--- src/rtl/status_flags_unit.sv ---
// Architectural Z/C/N/V flag register with ALU, explicit-write and interrupt shadow update paths.
// Optional macro STATUS_FLAGS_BYPASS_EN forwards next-state flags combinationally and ties flag_hazard low.
module status_flags_unit (
   input  logic       clk,
   input  logic       rst,
   input  logic       in_valid,
   output logic       in_ready,
   input  logic       s_bit,
   input  logic       cond_pass,
   input  logic [3:0] alu_flags,
   input  logic [3:0] flag_mask,
   input  logic       msr_we,
   input  logic [3:0] msr_data,
   input  logic       irq_save,
   input  logic       irq_restore,
   output logic [3:0] status_register,
   output logic [3:0] shadow_flags,
   output logic       flag_hazard,
   output logic       shadow_err
);

   logic [3:0] flags_q;
   logic [3:0] flags_d;
   logic [3:0] shadow_q;
   logic [3:0] shadow_d;
   logic       shadow_valid_q;
   logic       shadow_valid_d;
   logic       shadow_err_q;
   logic       shadow_err_d;
   logic       flags_we;
   logic       alu_fire;

   assign in_ready = ~irq_restore & ~msr_we;
   assign alu_fire = in_valid & in_ready & s_bit & cond_pass;

   // Next-state selection; restore beats explicit write beats ALU, and save always captures the old flags.
   always_comb begin
      flags_d        = flags_q;
      shadow_d       = shadow_q;
      shadow_valid_d = shadow_valid_q;
      shadow_err_d   = shadow_err_q;
      flags_we       = 1'b0;
      if (irq_restore) begin
         if (shadow_valid_q) begin
            flags_d        = shadow_q;
            flags_we       = 1'b1;
            shadow_valid_d = 1'b0;
         end else begin
            shadow_err_d = 1'b1;
         end
      end else if (msr_we) begin
         flags_d  = msr_data;
         flags_we = 1'b1;
      end else if (alu_fire) begin
         flags_d  = (flags_q & ~flag_mask) | (alu_flags & flag_mask);
         flags_we = 1'b1;
      end else begin
         flags_we = 1'b0;
      end
      if (irq_save) begin
         shadow_d       = flags_q;
         shadow_valid_d = 1'b1;
      end else begin
         shadow_d = shadow_d;
      end
   end

   // Flag and shadow state registers.
   always_ff @(posedge clk) begin
      if (rst) begin
         flags_q        <= 4'b0000;
         shadow_q       <= 4'b0000;
         shadow_valid_q <= 1'b0;
         shadow_err_q   <= 1'b0;
      end else begin
         flags_q        <= flags_d;
         shadow_q       <= shadow_d;
         shadow_valid_q <= shadow_valid_d;
         shadow_err_q   <= shadow_err_d;
      end
   end

   assign shadow_flags = shadow_q;
   assign shadow_err   = shadow_err_q;

`ifdef STATUS_FLAGS_BYPASS_EN
   assign status_register = flags_d;
   assign flag_hazard     = 1'b0;
`else
   logic hazard_q;

   // Hazard marks the one cycle after any flag write, even if the value did not change.
   always_ff @(posedge clk) begin
      if (rst) begin
         hazard_q <= 1'b0;
      end else begin
         hazard_q <= flags_we;
      end
   end

   assign status_register = flags_q;
   assign flag_hazard     = hazard_q;
`endif

endmodule

--- config.mk ---
export PLATFORM = sky130hd
export DESIGN_NAME = status_flags_unit
export DESIGN_NICKNAME = d
export VERILOG_FILES = /design/src/rtl/status_flags_unit.sv
export SDC_FILE = /design/constraint.sdc
export NUM_CORES = 1
export LEC_CHECK = 0
export ABC_AREA = 1
export CELL_PAD_IN_SITES_DETAIL_PLACEMENT = 1
export CELL_PAD_IN_SITES_GLOBAL_PLACEMENT = 1
export CORE_MARGIN = 4
export CORE_UTILIZATION = 23
export DETAILED_ROUTE_END_ITERATION = 8
export PLACE_DENSITY = 0.72
export SYNTH_ARGS = -nofsm -noshare
export SYNTH_HDL_FRONTEND = slang
export SYNTH_SLANG_ARGS = --single-unit
--- constraint.sdc ---
create_clock -name clk -period 0.8 [get_ports clk]
set_input_delay 0.08 -clock clk [delete_from_list [all_inputs] [get_ports clk]]
set_output_delay 0.08 -clock clk [all_outputs]
set_load 0.03 [all_outputs]
==> impl_metrics.csv, run 1 <==
group,metric,value,unit
sta,max_freq,1212,MHz
sta,hold_viol,0,
power_and_ir_drop,p_leak,0.4984,nW
placement,dp_hpwl,1.439,mm
routing,drc,0,
sta,tightest_slew,0.3076,ns
critical_path,endpoint_kind,"output port",
finish,stdcell_count,150,
global_route,grt-ovfl-total,0,
critical_path,critical_path.startpoint_type,"flip-flop",
routing,ant_nets,0,
sta,finalCritPeriodShare,103.2,%
logic_synthesis,syn-num-nets,102,
critical_path,critPathMaxFanout,3,
routing,routed_wl,1.855,mm
sta,post-route-min-period,0.8253,ns
placement,gp_congestion,0.7082,
outcome,violations,"setup timing",
run,maxCapViolCount,0,
clocking,clk_latency,0.26,ns
routing,vias,646,
global_route,antenna_found_initial,0,
critical_path,cp.buffers_inverters,1,
min_path,hp-class,"input pin to flip-flop",
placement,dp_cells,143,
power_and_ir_drop,vdd_drop_max,0.6964,mV
global_route,grt_max_degree,10,
critical_path,cp_slowest_stage_delay,0.35,ns
finish,syn_to_final_growth,77.64,%
critical_path,worstPathCellList,"buf_6",
power_and_ir_drop,power_frac_comb,34.3,%
power_and_ir_drop,p_seq_share,41.5,%
sta,setup_violations,11,
power_and_ir_drop,powerDensity,1450,nW/µm²
sta,setup_ws,-0.02528,ns
floorplanning,rows,18,
finish,fin_nets,141,
floorplanning,initial_core_util,23.94,%
clocking,cts_inserted_buffers,3,
logic_synthesis,syn_area_per_cell,7.233,µm²
logic_synthesis,ys_ff_latch,11,
global_route,grt_pass1_vias,722,
power_and_ir_drop,clockPowerShare,24.2,%
power_and_ir_drop,swShare,31.77,%
clocking,cts_tree,"built",
logic_synthesis,ys_warn_count,0,
floorplanning,dieArea,3455,µm²
floorplanning,core_area,2477,µm²
global_route,grt.total_usage,12.05,%
logic_synthesis,netlist_area,593.1,µm²
routing,first_iter_violations,11,
outcome,outcome,"finished, violations left",
floorplanning,die-height,58.78,µm
sta,relSlewSlack,79.46,%
critical_path,critPathTopFamily,"flip-flops",
sta,drv_slew,0,
clocking,clock_sinks,11,
logic_synthesis,synth_cells,82,
global_route,grt_pass1_wl,3.236,mm
clocking,clockBufferDepth,2,
sta,finClkSkew,0.001730,ns
clocking,clk_pin_slew,0.07,ns
clocking,cts_hold_buf,0,
floorplanning,ios,31,
power_and_ir_drop,p_int,0.001042,W
clocking,clock-root-buffer,"clkbuf_4",
power_and_ir_drop,p_sw,0.0004853,W
routing,vias_per_cell,4.307,
clocking,htreeDepth,1,
logic_synthesis,seq_area_frac_synth,37.13,%
floorplanning,dieWidth,58.78,µm
critical_path,critPathRequiredTime,0.72,ns
placement,place_ws,-0.5307,ns
sta,grt_setup_unrepaired,"yes",
critical_path,slowest_stage,"dfxtp_2",
routing,dr.pass1.iters,3,
critical_path,critPathKind,"flip-flop to output port",
critical_path,worstPathArrival,0.75,ns
finish,layout-drive-gt1-share,41.67,%
routing,routedWlPerCell,12.37,µm
logic_synthesis,ys_types,13,
finish,antenna_cells,0,
placement,port_buffers,30,
-- per-layer routing --
layer / wire, µm / share of wire, % / vias to the layer above / global-route usage [%]
met4: 11 / 0.59 / 0 / 3.883
met5: 0 / 0 / - / 0
met1: 796 / 43 / 289 / 15.27
li1: - / - / 338 / -
met2: 896 / 48 / 17 / 19.87
met3: 150 / 8.1 / 2 / 3.070
-- metrics by stage --
step | setup TNS [ns] | total power (W) | instance area, µm² | hold slack [ns] | util [%]
after CTS | -0.3812 | 0.001547 | 1032 | 0.3697 | 41.67
after global placement | -4.529 | 0.001096 | 920.9 | 0.4510 | 37.17
final | -0.1900 | 0.001528 | 1054 | 0.2196 | 42.53
after floorplan | -0.1498 | 0.0008832 | 603.1 | 0.1491 | -
after detailed placement | -4.729 | 0.001100 | 920.9 | 0.4592 | 37.17
after global routing | -0.9423 | 0.001632 | 1054 | 0.2616 | 42.53
-- timing repair --
action                                  4_1_cts  5_1_grt
endpoints found under the hold margin         0        0
resized for setup                            31        6
buffers inserted                              3        0
pin swaps                                    13        3
endpoints found under the setup margin       21       20
-- cells by family after synthesis --
| logic type | after synthesis | share of synthesized area, % |
|---|---|---|
| simple gates | 47 | 44.31 |
| buf+inv | 14 | 10.13 |
| flops | 11 | 37.13 |
| compound gates | 10 | 8.439 |
-- cell usage after synthesis (all sizes together) --
cell type	count	area, µm²
nand3	17	110.1
clkbuf	1	3.750
nand2	19	95.09
o21ai	4	20.02
a21oi	6	30.03
dfxtp	11	220.2
inv	12	45.04
buf	1	11.26
nor2	11	57.56
-- final cells by class --
cell class	count	area (µm²)
Fill cell	303	1424
Sequential cell	11	234.0
Multi-Input combinational cell	57	359.1
Timing Repair Buffer	36	351.6
Inverter	12	45.04
Tap cell	30	37.54
Clock buffer	4	26.28
-- path summary, 6_finish.rpt --
kind                                start                            to  slack (ns)  cells after the start
max          shadow_flags[3]$_SDFFE_PP0P_               shadow_flags[3]       -0.03                      1
min                              irq_save  shadow_flags[3]$_SDFFE_PP0P_        0.22                      2
max reg2reg   shadow_valid_q$_SDFFE_PP0P_                     flip-flop       -0.02                      6
min reg2reg       shadow_err$_SDFFE_PP0N_       shadow_err$_SDFFE_PP0N_        0.47                      2
-- power groups by stage --
stage | combinational, W | clock (W) | sequential [W]
after detailed placement | 0.000470 | 0 | 0.000630
after global routing | 0.000579 | 0.000413 | 0.000641
after floorplan | 0.000177 | 0 | 0.000706
final | 0.000525 | 0.000369 | 0.000634
after global placement | 0.000465 | 0 | 0.000631
after CTS | 0.000515 | 0.000398 | 0.000635
-- placed cells by master, fill, tap and decap left out, drive strengths merged --
cell type	netlist	final
dlymetal6s2s	0	1
inv	12	12
nor2	11	11
clkdlybuf4s50	0	13
nand2	19	19
a21oi	6	6
dlygate4sd2	0	5
dfxtp	11	11
clkbuf	1	4
buf	1	17
nand3	17	17
o21ai	4	4
No activity file was read; power rests on OpenSTA's default activity.
==> run 2: changes to the inputs <==
- CAP_MARGIN: not set -> 20
- SLEW_MARGIN: not set -> 20
==> results of run 2 <==
Final layout, timing and power as in run 1 (identical DEF).
==> run 3: changes to the inputs <==
- CORE_UTILIZATION: 23 -> 25
- PLACE_DENSITY: 0.72 -> 0.75
- SKIP_CTS_REPAIR_TIMING: not set -> 1
- clock period: 0.8 -> 0.9 ns (I/O delays scaled with it)
==> run 3 against run 2 <==
The run now ends clean. Global-route usage fell by 0.13 points. Critical path type is now flip-flop to flip-flop. Setup slack improved by 0.052 ns. Sequential share of layout area fell by 0.59 points. Highest routed layer unchanged. Non-clock buffer count rose by 4. Register-to-register slack improved by 0.05 ns. Largest power group unchanged. Combinational power fell by 9.9%. Total power fell by 9.2%. Cell count rose by 1.3%. Die area fell by 6.9%. Clock power fell by 4%. Wire length rose by 5.6%.
==> impl_metrics.csv, run 3 (synthesis results as in run 1) <==
group,metric,value,unit
sta,fin_setup_tns,0,ns
sta,finalCritPeriodShare,97.07,%
critical_path,critPathMaxFanout,6,
clocking,clock_sinks,11,
placement,gp_congestion,0.7854,
sta,tightest_slew,0.3162,ns
global_route,grt.total_usage,11.92,%
clocking,clock-root-buffer,"clkbuf_4",
placement,port_buffers,30,
global_route,grt_use_met1,12.88,%
sta,relSlewSlack,78.85,%
global_route,use_met2,20.96,%
global_route,grt_pass1_wl,2.904,mm
clocking,cts_tree,"built",
floorplanning,core_area,2233,µm²
sta,hold_viol,0,
placement,dp_hpwl,1.475,mm
routing,routed_wl,1.958,mm
finish,fin_nets,145,
routing,vias,680,
sta,whs,0.3633,ns
routing,first_iter_violations,7,
finish,antenna_cells,0,
power_and_ir_drop,vdd_drop_max,0.7876,mV
sta,grt_setup_unrepaired,"yes",
finish,layout_common_cells,"16 x nand2_1, 14 x clkdlybuf4s50_1, 13 x buf_4",
routing,vias_per_cell,4.474,
floorplanning,rows,17,
routing,routedWlPerCell,12.88,µm
floorplanning,dieWidth,56.71,µm
min_path,hp-class,"input pin to flip-flop",
clocking,cts_inserted_buffers,3,
global_route,antenna_found_initial,0,
critical_path,endpoint_kind,"flip-flop",
clocking,clk_latency,0.27,ns
critical_path,critPathRequiredTime,1.07,ns
clocking,clk_pin_slew,0.08,ns
finish,regArea,230.2,µm²
sta,setup_violations,0,
critical_path,critical_path.startpoint_type,"flip-flop",
finish,multiInputGateArea,337.8,µm²
run,maxCapViolCount,0,
power_and_ir_drop,p_leak,0.5395,nW
sta,max_freq,1145,MHz
finish,mostFrequentLayoutCell,"nand2_1",
clocking,htreeDepth,1,
routing,ant_nets,0,
floorplanning,ios,31,
outcome,outcome,"complete, no violations",
global_route,grt_max_degree,11,
global_route,grt-ovfl-total,0,
power_and_ir_drop,finalPower,0.001387,W
routing,drc,0,
clocking,clockBufferDepth,2,
floorplanning,die-height,56.71,µm
finish,layout-drive-gt1-share,37.10,%
finish,fill_cells,291,
global_route,busiest_layer,"met2",
sta,finClkSkew,0.001274,ns
finish,syn_to_final_growth,79.54,%
global_route,gr-usage-met3,3.218,%
floorplanning,initial_core_util,26.55,%
critical_path,worstPathArrival,1.04,ns
routing,dr.pass1.iters,4,
critical_path,critPathKind,"flip-flop to flip-flop",
floorplanning,dieArea,3215,µm²
placement,place_ws,-0.4275,ns
sta,setup_ws,0.02638,ns
sta,post-route-min-period,0.8736,ns
sta,drv_slew,0,
power_and_ir_drop,powerDensity,1302,nW/µm²
global_route,grt_pass1_vias,696,
==> run 3: cell count changes in the layout (fill, tap and decap cells not counted), moves of 3 or more <==
cell,before,now
dfxtp_2,11,8
nand2_2,7,1
dlymetal6s2s_1,1,5
buf_4,7,13
dlygate4sd2_1,5,0
nand2_1,10,16
dfxtp_1,0,3
==> run 3: final cells by class <==
| cell class | count | area share, % |
|---|---|---|
| Timing Repair Buffer | 40 | 36.66 |
| Multi-Input combinational cell | 57 | 31.73 |
| Sequential cell | 11 | 21.62 |
| Inverter | 12 | 4.230 |
| Tap cell | 28 | 3.290 |
| Clock buffer | 4 | 2.468 |
==> run 3: critical path, stage by stage (launching register included) <==
cell and delay, ns:
dfxtp_2 0.35, inv_2 0.05, nand2_4 0.12, nand3_2 0.09, nor2_1 0.11, nor2_1 0.05
==> run 3: path summary, 6_finish.rpt <==
kind	slack, ns	to	cells past startpoint	startpoint
setup / recovery	0.03	flip-flop	5	shadow_valid_q$_SDFFE_PP0P_
hold / removal	0.36	flip-flop	6	s_bit
setup reg to reg	0.03	flip-flop	5	shadow_valid_q$_SDFFE_PP0P_
hold reg to reg	0.45	shadow_err$_SDFFE_PP0N_	2	shadow_err$_SDFFE_PP0N_
==> run 3: per-stage QoR <==
stage,area [µm²],util (%),cells
2_1_floorplan,593.1,-,82
3_3_place_gp,930.9,41.68,144
3_5_place_dp,930.9,41.68,144
4_1_cts,957.2,42.86,148
5_1_grt,1065,47.68,152
6_report,1065,47.68,152
==> run 3: power by group <==
| group | leakage [nW] | switching (W) | total (W) | internal [W] |
|---|---|---|---|---|
| clock | 0.0150 | 0.000183 | 0.000355 | 0.000172 |
| combinational | 0.431 | 0.000245 | 0.000473 | 0.000228 |
| sequential | 0.0937 | 0.0000266 | 0.000558 | 0.000532 |
==> run 3: metal layers <==
metal | vias up | routed length [µm]
li1 | 347 | -
met1 | 311 | 774
met2 | 18 | 1067
met3 | 4 | 88
met4 | 0 | 27
met5 | - | 0
